$ cat config.mk
export PLATFORM = sky130hd
export DESIGN_NAME = booth_mul_seq
export DESIGN_NICKNAME = d
export VERILOG_FILES = /design/src/rtl/booth_mul_seq.sv
export SDC_FILE = /design/constraint.sdc
export NUM_CORES = 1
export LEC_CHECK = 0
export BUFFER_PORTS_ARGS = -buffer_cell sky130_fd_sc_hd__buf_2
export CORE_MARGIN = 8
export CORE_UTILIZATION = 40
export DETAILED_ROUTE_END_ITERATION = 10
export RECOVER_POWER = 50
export SLEW_MARGIN = 20
export SYNTH_ARGS = -nofsm -noshare
export SYNTH_HDL_FRONTEND = slang
export SYNTH_SLANG_ARGS = --single-unit
$ cat constraint.sdc
create_clock -name clk -period 3.4 [get_ports clk]
set_input_delay 0.51 -clock clk [delete_from_list [all_inputs] [get_ports clk]]
set_output_delay 0.51 -clock clk [all_outputs]
set_load 0.02 [all_outputs]
$ cat src/rtl/booth_mul_seq.sv
// Sequential radix-2 Booth multiplier: one add/subtract-and-shift step per clock
// over a shared N+1-bit adder, with valid/ready handshakes on both sides.
module booth_mul_seq #(
  parameter int N = 6
) (
  input  logic           clk,
  input  logic           rst_n,
  input  logic           in_valid,
  output logic           in_ready,
  input  logic [N-1:0]   ain,
  input  logic [N-1:0]   bin,
  output logic           out_valid,
  input  logic           out_ready,
  output logic [N-1:0]   prod,
  output logic [2*N-1:0] prod_full,
  output logic           overflow,
  output logic           busy
);

  localparam int CW = $clog2(N);

  typedef enum logic [1:0] {
    S_IDLE,
    S_RUN,
    S_DONE
  } state_e;

  state_e           state_q;
  logic [N:0]       m_q;
  logic [N:0]       a_q;
  logic [N-1:0]     q_q;
  logic             qm1_q;
  logic [CW-1:0]    cnt_q;
  logic [N-1:0]     prod_q;
  logic [2*N-1:0]   full_q;
  logic             ovf_q;

  logic [N:0]       sum;
  logic [N:0]       a_d;
  logic [N-1:0]     q_d;
  logic [2*N-1:0]   full_d;
  logic             ovf_d;

  // One Booth step: conditional add/subtract of M, then arithmetic shift of {A,Q,q_m1}.
  always_comb begin
    sum = a_q;
    unique case ({q_q[0], qm1_q})
      2'b01:   sum = a_q + m_q;
      2'b10:   sum = a_q - m_q;
      default: sum = a_q;
    endcase
    a_d    = {sum[N], sum[N:1]};
    q_d    = {sum[0], q_q[N-1:1]};
    full_d = {a_d[N-1:0], q_d};
    ovf_d  = !((&full_d[2*N-1:N-1]) || !(|full_d[2*N-1:N-1]));
  end

  // NOTE: all state uses non-blocking assignments so every register samples
  // pre-edge values; the datapath is reset too, so an abort leaves no stale result.
  always_ff @(posedge clk or negedge rst_n) begin
    if (!rst_n) begin
      state_q <= S_IDLE;
      m_q     <= '0;
      a_q     <= '0;
      q_q     <= '0;
      qm1_q   <= 1'b0;
      cnt_q   <= '0;
      prod_q  <= '0;
      full_q  <= '0;
      ovf_q   <= 1'b0;
    end else begin
      unique case (state_q)
        S_IDLE: begin
          if (in_valid) begin
            m_q     <= {ain[N-1], ain};
            a_q     <= '0;
            q_q     <= bin;
            qm1_q   <= 1'b0;
            cnt_q   <= '0;
            state_q <= S_RUN;
          end
        end
        S_RUN: begin
          a_q   <= a_d;
          q_q   <= q_d;
          qm1_q <= q_q[0];
          cnt_q <= cnt_q + 1'b1;
          if (cnt_q == CW'(N - 1)) begin
            full_q  <= full_d;
            prod_q  <= q_d;
            ovf_q   <= ovf_d;
            state_q <= S_DONE;
          end
        end
        S_DONE: begin
          if (out_ready) state_q <= S_IDLE;
        end
        default: state_q <= S_IDLE;
      endcase
    end
  end

  assign in_ready  = (state_q == S_IDLE);
  assign out_valid = (state_q == S_DONE);
  assign busy      = (state_q != S_IDLE);
  assign prod      = prod_q;
  assign prod_full = full_q;
  assign overflow  = ovf_q;

endmodule

==> impl_metrics.json <==
{
  "rsz0062_at_grt": "no",
  "crit_arrival_ps": 3250,
  "overflow": 0,
  "cts_root_buffer": "clkbuf_8",
  "end_kind": "flop",
  "fin_skew_ps": 2.766,
  "hold_path_depth": 2,
  "layout_min_cycle_time_ps": 3109,
  "synth-main-ff-cell": "dfrtp_1",
  "worstSetupStartpointType": "flop",
  "portBuffers": 37,
  "setup_viol": 0,
  "worst-slew-pin-transition_ps": 1931,
  "pin_count": 38,
  "r2r_start": "qm1_q",
  "postCtsResizedCells": 0,
  "dpl.hpwl_um": 3324,
  "hp-class": "primary input to flop",
  "post_cts_buffers": 0,
  "clk_pin_slew_ps": 70,
  "dp.cells": 315,
  "syn-instance-count": 220,
  "worstSetupPathType": "flop to flop",
  "ff2ff_path_depth": 11,
  "r2r_end": "overflow",
  "die_h_um": 88.80,
  "finalCritPeriodShare_pct": 91.46,
  "htree_levels": 2,
  "cp_max_fo": 7,
  "cts.path.max_buffers": 2,
  "core_region_area_um2": 5107,
  "synth_nets": 247,
  "final_common_cell": "dfrtp_1",
  "syn_area_per_cell_um2": 9.634,
  "nets": 279,
  "clock_latency_ps": 280,
  "ant_nets": 0,
  "wire_per_inst_um": 13.39,
  "n_antenna_cell": 0,
  "max_freq_mhz": 321.6,
  "post-place-ws_ps": 274.7,
  "cp.required_ps": 3540,
  "cts_tree": "done",
  "fin_cells": 322,
  "synth_area_leaders": "dfrtp_1 44%, ha_1 5.9%, o21ai_0 5.4%",
  "ys_ff_latch": 37,
  "dieArea_um2": 7885,
  "outcome": "finished, violations left",
  "slew_viol_final": 38,
  "r2r_slack_ps": 290,
  "hold_path.startpoint": "out_ready",
  "syn_to_final_growth_pct": 13.64,
  "drtIter0Drc": 59,
  "die_w_um": 88.80,
  "routed_wl_um": 4310,
  "synth.distinct_cells": 45,
  "holdPathEnd": "state_q[1]",
  "start_util_pct": 41.50,
  "drive_above_1_share_pct": 22.22,
  "tns_ps": 0,
  "cts_made_buffers": 5,
  "seq_area_frac_synth_pct": 43.68,
  "synth_edf_count": 0,
  "cts-hold-fix-buffers": 0,
  "grt_pass1_vias": 1525,
  "violations": "capacitance limit, slew limit",
  "clock-sinks": 37,
  "setup_slack_ps": 290.5,
  "drtPass1Iterations": 4,
  "gp_congestion": 0.7787,
  "vias": 1594,
  "num_rows": 26,
  "maxCapViolations": 1,
  "antenna_found_initial": 0,
  "synth_top_cell_area_share_pct": 43.68,
  "final_cell_mix": "37 x dfrtp_1, 27 x nand2_1, 25 x buf_2, 23 x o21ai_0",
  "slew_headroom_pct": -28.72,
  "grt_pass1_wl_um": 7107,
  "utilization_pct": 47.16,
  "yosys_warnings": 0,
  "grt_start_max_net_pins": 38,
  "synthesis.area_um2": 2120,
  "synth_top_area_cell": "dfrtp_1",
  "async_flop_share_pct": 100.0,
  "drc": 0,
  "via_per_inst": 4.950,
  "grt_usage_pct": 11.51,
  "finalHoldViolCount": 0
}
[sequential cells by signal, indices dropped and copies added (netlist names)]
name       cells
cnt_q          3
m_q            6
state_q        2
q_q            6
qm1_q          1
a_q            6
prod_full      7
overflow       1
prod           5
[worst max path at each step]
stage / endpoint / start
after detailed placement: overflow / qm1_q
after global placement: overflow / qm1_q
final: overflow / qm1_q
after global routing: overflow / qm1_q
after floorplan: overflow / qm1_q
after CTS: overflow / qm1_q
[cell families after synthesis]
logic type,count (synthesis),synth area share [%]
muxes,20,10.45
AOI/OAI and AO/OA,53,15.82
xor gates and xnor gates,6,2.479
adders and majority gates,11,6.848
DFF,37,43.68
and+or+nand+nor,63,14.23
buffers and inverters,30,6.493
[cell type report]
class / instances / area [um^2]
repair buffers: 41 / 200.2
inverters: 14 / 52.55
multi-input cells: 153 / 1056
flip-flops and latches: 37 / 925.9
fillers: 516 / 2699
well taps: 70 / 87.58
clock buffers: 7 / 86.33
[cells in the mapped netlist (2+ instances only)]
cell and instances:
a211oi_1 3, a21oi_1 6, a31oi_1 4, buf_2 2
buf_4 6, clkbuf_1 7, dfrtp_1 37, ha_1 10
inv_1 13, mux2_2 10, mux2i_1 8, nand2_1 27
nand2b_1 5, nor2_1 12, nor2b_1 2, nor3_1 5
o21ai_0 23, o22ai_1 6, or2_2 3, or3_1 2
xnor2_1 5
[metrics by stage]
step	hold WS [ps]	area [um^2]
after global routing	410.0	2409
final	414.1	2409
after detailed placement	465.6	2337
after floorplan	214.4	2120
after CTS	346.6	2424
after global placement	458.5	2337
[critical path, cell delays in order (launching register included)]
cell,delay [ps]
dfrtp_1,360
inv_1,70
ha_1,270
mux2_2,390
fa_1,450
nor2b_4,140
o31a_1,160
o22ai_2,100
mux2i_2,350
mux2_4,340
o41ai_2,300
a31oi_1,60
[layer usage]
metal	global-route usage (%)	part of all wire, %
met4	3.687	1.2
met5	0	0
met3	3.621	7.1
met1	15.53	50
met2	16.91	42
Power is not shown: default switching activity piles up to over one toggle a cycle in this logic, so the estimate is an artifact.
